$ cat config.mk
export PLATFORM = sky130hd
export DESIGN_NAME = stream_pkt_fifo
export DESIGN_NICKNAME = d
export VERILOG_FILES = /design/src/rtl/stream_pkg.sv /design/src/rtl/stream_fifo_ram.sv /design/src/rtl/stream_pkt_fifo.sv
export SDC_FILE = /design/constraint.sdc
export NUM_CORES = 1
export LEC_CHECK = 0
export BUFFER_PORTS_ARGS = -buffer_cell sky130_fd_sc_hd__buf_2
export CELL_PAD_IN_SITES_DETAIL_PLACEMENT = 2
export CELL_PAD_IN_SITES_GLOBAL_PLACEMENT = 2
export CORE_ASPECT_RATIO = 0.9
export CORE_UTILIZATION = 45
export CTS_CLUSTER_SIZE = 20
export DETAILED_ROUTE_END_ITERATION = 10
export GPL_TIMING_DRIVEN = 0
export HOLD_SLACK_MARGIN = 0.08
export PLACE_DENSITY_LB_ADDON = 0.1
export SLEW_MARGIN = 20
export SYNTH_ARGS = -nofsm -noshare
export SYNTH_HDL_FRONTEND = slang
export SYNTH_SLANG_ARGS = --single-unit
$ cat constraint.sdc
create_clock -name clk -period 3.42 [get_ports clk]
set_input_delay 1.026 -clock clk [delete_from_list [all_inputs] [get_ports clk]]
set_output_delay 1.026 -clock clk [all_outputs]
set_load 0.1 [all_outputs]
$ cat src/rtl/stream_pkg.sv
// Shared types and helpers for the store-and-forward packet buffer.
package stream_pkg;

  // Default field widths of one stored beat.
  localparam int T_DATA_WIDTH_DEF = 4;
  localparam int T_QOS__WIDTH_DEF = 2;
  localparam int T_ID___WIDTH_DEF = 2;
  localparam int DEPTH_DEF        = 8;

  // One stored beat, laid out MSB first as {data, qos, id, last}.
  // The top module packs its words in exactly this order, so a RAM word
  // of the default configuration can be cast straight to beat_t.
  typedef struct packed {
    logic [T_DATA_WIDTH_DEF-1:0] data;
    logic [T_QOS__WIDTH_DEF-1:0] qos;
    logic [T_ID___WIDTH_DEF-1:0] id;
    logic                        last;
  } beat_t;

  // STORE: forward only complete packets. CUT: forward whatever is held,
  // used when a single packet is larger than the whole buffer.
  typedef enum logic {
    STORE = 1'b0,
    CUT   = 1'b1
  } fifo_state_e;

  // Width of a counter that must represent 0..depth inclusive.
  function automatic int cnt_width(input int depth);
    return $clog2(depth) + 1;
  endfunction

  localparam int CNT_WIDTH_DEF = cnt_width(DEPTH_DEF);

  // Width of one packed beat for arbitrary field widths.
  function automatic int beat_width(input int dw, input int qw, input int iw);
    return dw + qw + iw + 1;
  endfunction

endpackage

$ cat src/rtl/stream_fifo_ram.sv
// Simple dual-port beat storage: synchronous write, asynchronous read.
// The asynchronous read lets the head beat fall through to the outputs
// in the same cycle the read pointer moves.
module stream_fifo_ram #(
  parameter int W     = 9,
  parameter int DEPTH = 8,
  parameter int AW    = $clog2(DEPTH)
) (
  input  logic          clk,
  input  logic          i_we,
  input  logic [AW-1:0] i_waddr,
  input  logic [W-1:0]  i_wdata,
  input  logic [AW-1:0] i_raddr,
  output logic [W-1:0]  o_rdata
);

  logic [W-1:0] r_mem [DEPTH];

  // Write port: store one beat on an accepted push. Contents are never reset.
  always_ff @(posedge clk) begin
    if (i_we) begin
      r_mem[i_waddr] <= i_wdata;
    end
  end

  assign o_rdata = r_mem[i_raddr];

endmodule

$ cat src/rtl/stream_pkt_fifo.sv
// Store-and-forward packet buffer behind the QoS stream arbiter.
// Beats are held until the packet's last beat is stored, then the packet
// is forwarded at one beat per clock. A packet that fills the buffer with
// no complete packet inside switches the block to cut-through so it can
// never deadlock; cut-through ends when that packet's last beat leaves.
//
// Handshake: a beat transfers on a rising edge where valid and ready are
// both high on that side. A source holding valid high without ready keeps
// its payload stable; valid never depends on ready, and s_ready_out is
// low whenever the buffer is full, even if a pop happens that same cycle.
module stream_pkt_fifo
  import stream_pkg::*;
#(
  parameter int T_DATA_WIDTH = T_DATA_WIDTH_DEF,
  parameter int T_QOS__WIDTH = T_QOS__WIDTH_DEF,
  parameter int T_ID___WIDTH = T_ID___WIDTH_DEF,
  parameter int DEPTH        = DEPTH_DEF
) (
  input  logic                    clk,
  input  logic                    rst,
  input  logic [T_DATA_WIDTH-1:0] s_data_in,
  input  logic [T_QOS__WIDTH-1:0] s_qos_in,
  input  logic [T_ID___WIDTH-1:0] s_id_in,
  input  logic                    s_last_in,
  input  logic                    s_valid_in,
  output logic                    s_ready_out,
  output logic [T_DATA_WIDTH-1:0] m_data_out,
  output logic [T_QOS__WIDTH-1:0] m_qos_out,
  output logic [T_ID___WIDTH-1:0] m_id_out,
  output logic                    m_last_out,
  output logic                    m_valid_out,
  input  logic                    m_ready_in,
  output logic [$clog2(DEPTH):0]  pkt_count_out
);

  localparam int AW = $clog2(DEPTH);
  localparam int CW = cnt_width(DEPTH);
  localparam int W  = beat_width(T_DATA_WIDTH, T_QOS__WIDTH, T_ID___WIDTH);

  localparam logic [CW-1:0] FULL_CNT = CW'(DEPTH);
  localparam logic [CW-1:0] ONE_CNT  = CW'(1);
  localparam logic [CW-1:0] ZERO_CNT = '0;

  // Registered state
  logic [AW-1:0] r_wr_ptr;
  logic [AW-1:0] r_rd_ptr;
  logic [CW-1:0] r_count;
  logic [CW-1:0] r_pkt_cnt;
  fifo_state_e   r_state;

  // Datapath wires
  logic [W-1:0] w_wdata;
  logic [W-1:0] w_rdata;
  logic         w_push;
  logic         w_pop;
  logic         w_push_last;
  logic         w_pop_last;
  logic         w_full;
  logic         w_head_last;

  assign w_full      = (r_count == FULL_CNT);
  assign w_wdata     = {s_data_in, s_qos_in, s_id_in, s_last_in};
  assign w_head_last = w_rdata[0];

  // Head beat falls through straight from the RAM word at the read pointer.
  assign m_data_out = w_rdata[W-1 -: T_DATA_WIDTH];
  assign m_qos_out  = w_rdata[T_ID___WIDTH+T_QOS__WIDTH -: T_QOS__WIDTH];
  assign m_id_out   = w_rdata[T_ID___WIDTH -: T_ID___WIDTH];
  assign m_last_out = w_head_last;

  // No pop bypass when full: ready depends on stored count only.
  assign s_ready_out = !w_full;

  // In STORE only complete packets are presentable; in CUT any held beat is.
  assign m_valid_out = (r_state == CUT) ? (r_count != ZERO_CNT)
                                        : (r_pkt_cnt != ZERO_CNT);

  assign w_push      = s_valid_in && s_ready_out;
  assign w_pop       = m_valid_out && m_ready_in;
  assign w_push_last = w_push && s_last_in;
  assign w_pop_last  = w_pop && w_head_last;

  assign pkt_count_out = r_pkt_cnt;

  stream_fifo_ram #(
    .W     (W),
    .DEPTH (DEPTH),
    .AW    (AW)
  ) u_ram (
    .clk     (clk),
    .i_we    (w_push),
    .i_waddr (r_wr_ptr),
    .i_wdata (w_wdata),
    .i_raddr (r_rd_ptr),
    .o_rdata (w_rdata)
  );

  // Pointers advance on their own handshake and wrap at DEPTH naturally.
  always_ff @(posedge clk or posedge rst) begin
    if (rst) begin
      r_wr_ptr <= '0;
      r_rd_ptr <= '0;
    end else begin
      if (w_push) r_wr_ptr <= r_wr_ptr + 1'b1;
      if (w_pop)  r_rd_ptr <= r_rd_ptr + 1'b1;
    end
  end

  // Beat occupancy: simultaneous push and pop leave it unchanged.
  always_ff @(posedge clk or posedge rst) begin
    if (rst) begin
      r_count <= '0;
    end else begin
      case ({w_push, w_pop})
        2'b10:   r_count <= r_count + ONE_CNT;
        2'b01:   r_count <= r_count - ONE_CNT;
        default: r_count <= r_count;
      endcase
    end
  end

  // Complete-packet count: a stored last beat adds one, a popped one removes one.
  always_ff @(posedge clk or posedge rst) begin
    if (rst) begin
      r_pkt_cnt <= '0;
    end else begin
      case ({w_push_last, w_pop_last})
        2'b10:   r_pkt_cnt <= r_pkt_cnt + ONE_CNT;
        2'b01:   r_pkt_cnt <= r_pkt_cnt - ONE_CNT;
        default: r_pkt_cnt <= r_pkt_cnt;
      endcase
    end
  end

  // Forwarding mode: enter CUT when a packet fills the buffer without ending,
  // leave it once the last beat of that packet has been popped.
  always_ff @(posedge clk or posedge rst) begin
    if (rst) begin
      r_state <= STORE;
    end else begin
      case (r_state)
        STORE: if (w_full && (r_pkt_cnt == ZERO_CNT)) r_state <= CUT;
        CUT:   if (w_pop_last) r_state <= STORE;
        default: r_state <= STORE;
      endcase
    end
  end

endmodule

==> impl_metrics.json <==
{
  "min_from": "r_count[3]",
  "r2r_end": "pkt_count_out[2]",
  "m1WireLength_mm": 3.58,
  "drv_slew": 0,
  "ys_types": 42,
  "track_usage": 0.206,
  "grt_setup_unrepaired": "no",
  "critPathKind": "flop to primary output",
  "cap_violations": 0,
  "setup_viol": 0,
  "insertion_delay_ns": 0.36,
  "holdCritPathClass": "flop to flop",
  "rows": 31,
  "hold_depth": 1,
  "synth_top_area_frac": 0.581,
  "routed_wl_mm": 8.11,
  "fin_skew_ns": 0.00654,
  "fp.dieH_um": 88.3,
  "diodes": 0,
  "die_w_um": 97.8,
  "yosys.area.top_type": "edfxtp_1",
  "synth_seq_cells": 87,
  "place_ws_ns": -0.211,
  "ios": 28,
  "yosysWarnings": 0,
  "worst_ep_required_time_ns": 2.39,
  "synthCells": 207,
  "fin_nets": 267,
  "synthFlopType": "edfxtp_1",
  "worstPathCellList": "clkbuf_2 -> buf_4 -> mux4_2 -> mux2_2 -> buf_2",
  "grt_pass1_wl_mm": 12.4,
  "postLayoutCoreUtil": 0.523,
  "routed-wl-met2_mm": 4.23,
  "min_period_ns": 3.32,
  "violations": "design-rule violations",
  "wl_per_cell_um": 23.2,
  "dp_hpwl_mm": 5.87,
  "syn_area_mm2": 0.00372,
  "avgSynthCellArea_um2": 18.0,
  "grt_max_degree": 20,
  "grt_pass1_vias": 2160,
  "arrival_ns": 2.29,
  "coreArea_mm2": 0.00803,
  "cts_tree": "yes",
  "io_buffers": 27,
  "fin_cells": 350,
  "synth_edf_count": 72,
  "num_vias": 1943,
  "status": "complete, but fails checks",
  "start_util": 0.463,
  "reg2reg_from": "r_rd_ptr[0]",
  "placed_cell_area_mm2": 0.00401,
  "syn_nets": 228,
  "ys_top_cells_by_area": "edfxtp_1, mux4_2, dfrtp_1",
  "firstDrtPassIters": 7,
  "cts_root_buf": "clkbuf_8",
  "grt_overflow": 0,
  "slowest_delay_ns": 0.38,
  "synth_most_common_cell": "edfxtp_1",
  "cts_buffers": 9,
  "clockBufferDepth": 2,
  "topRoutingLayerUsed": "met4",
  "clock-sinks": 87,
  "hold_violations": 0,
  "crit_family": "buffers and inverters",
  "cts_hold_buf": 0,
  "async_flop_share": 0.172,
  "antenna_found_initial": 0,
  "critPathLaunchType": "flop",
  "setup_ws_ns": 0.101,
  "cts_max_level": 3,
  "dp_cells": 335,
  "syn_to_final_growth_pct": 13.0,
  "cp_max_fo": 10,
  "r2r_slack_ns": 0.26,
  "vias_per_cell": 5.55,
  "period_share": 0.970,
  "slew_headroom": 0.261,
  "cts.clk_slew.worst_paths_ns": 0.09,
  "drtIter0Drc": 82,
  "worstMarginPinSlew_ns": 1.11,
  "final_cell_area_mm2": 0.00420,
  "reg2reg_depth": 11,
  "worst-path-buf-inv": 3,
  "hold_path_end": "r_count[3]",
  "wl_met3_um": 211,
  "dieArea_mm2": 0.00863,
  "fmax_mhz": 301,
  "final_layout_size_suffix_gt1_frac": 0.367,
  "endpoint_kind": "primary output",
  "drc": 4,
  "drtAntennaViolNets": 0,
  "place_congestion": 0.701,
  "seq_area_frac_synth": 0.682,
  "yosys-top-cells-count": "edfxtp_1, mux4_2, dfrtp_1",
  "slowest_stage": "dfrtp_1"
}
-- final cells by class --
cell class / instances / area, um2
clock buffer: 10 / 128
clock inverter: 6 / 51.3
buffer: 7 / 56.3
timing repair buffer: 29 / 154
inverter: 9 / 33.8
sequential: 87 / 2540
tap: 99 / 124
multi-input combinational: 103 / 1120
fill: 718 / 3830
-- flip-flops by register name, summed over array words and instances (netlist names) --
register	flops
r_count	4
r_state	1
r_wr_ptr	3
r_rd_ptr	3
pkt_count_out	4
u_ram.r_mem	72
-- placed cells by master (no fill, tap or decap), types with 3 or more instances in the layout --
master	instances
edfxtp_1	72
xnor2_1	5
inv_2	3
nand2b_1	4
buf_2	28
nor2_1	6
nor3_2	3
inv_6	4
xor2_1	5
nand2_1	10
ha_1	7
mux4_2	17
clkbuf_1	3
o21ai_0	3
clkbuf_8	9
dfrtp_1	15
mux2_2	9
nand3b_1	4
nor2_2	3
inv_1	6
-- what timing repair did --
item / 4_1_cts / 5_1_grt
gates cloned: 0 / 0
resized for setup: 3 / 3
endpoints found under the setup margin: 8 / 1
buffers inserted: 0 / 0
-- cells by family after synthesis --
kind of cell,count (synthesis),share of synthesized area
flip-flops,87,0.682
AO/OA/AOI/OAI,12,0.0256
XOR/XNOR,10,0.0235
buffers and inverters,17,0.0219
multiplexers,31,0.152
AND/OR/NAND/NOR,42,0.0663
adder cells (fa/ha/maj),8,0.0289
-- how the worst max path moves through the flow --
stage / from / end / slack (ns) / cells after the start
2_1_floorplan: pkt_count_out[2] / pkt_count_out[2] / 0.12 / 11
3_3_place_gp: r_rd_ptr[1] / m_data_out[2] / -0.11 / 5
3_5_place_dp: r_rd_ptr[1] / m_qos_out[1] / -0.21 / 5
4_1_cts: r_rd_ptr[1] / m_qos_out[1] / 0.07 / 5
5_1_grt: r_rd_ptr[1] / m_qos_out[1] / 0.03 / 5
6_report: r_rd_ptr[1] / m_qos_out[1] / 0.10 / 5
-- through the flow --
step,setup TNS (ns),hold slack (ns)
global route,0,0.521
detailed placement,-1.33,0.495
CTS,0,0.509
global placement,-0.684,0.471
floorplan,0,0.450
finish,0,0.497
-- layer usage --
layer	global-route usage	up-vias
met3	0.0427	8
met5	0	-
li1	-	877
met2	0.362	29
met1	0.257	1029
met4	0.0716	0
Power is left out: the tool's default activity adds up to more than one toggle a clock period on the data nets, which glitch-free logic cannot reach.
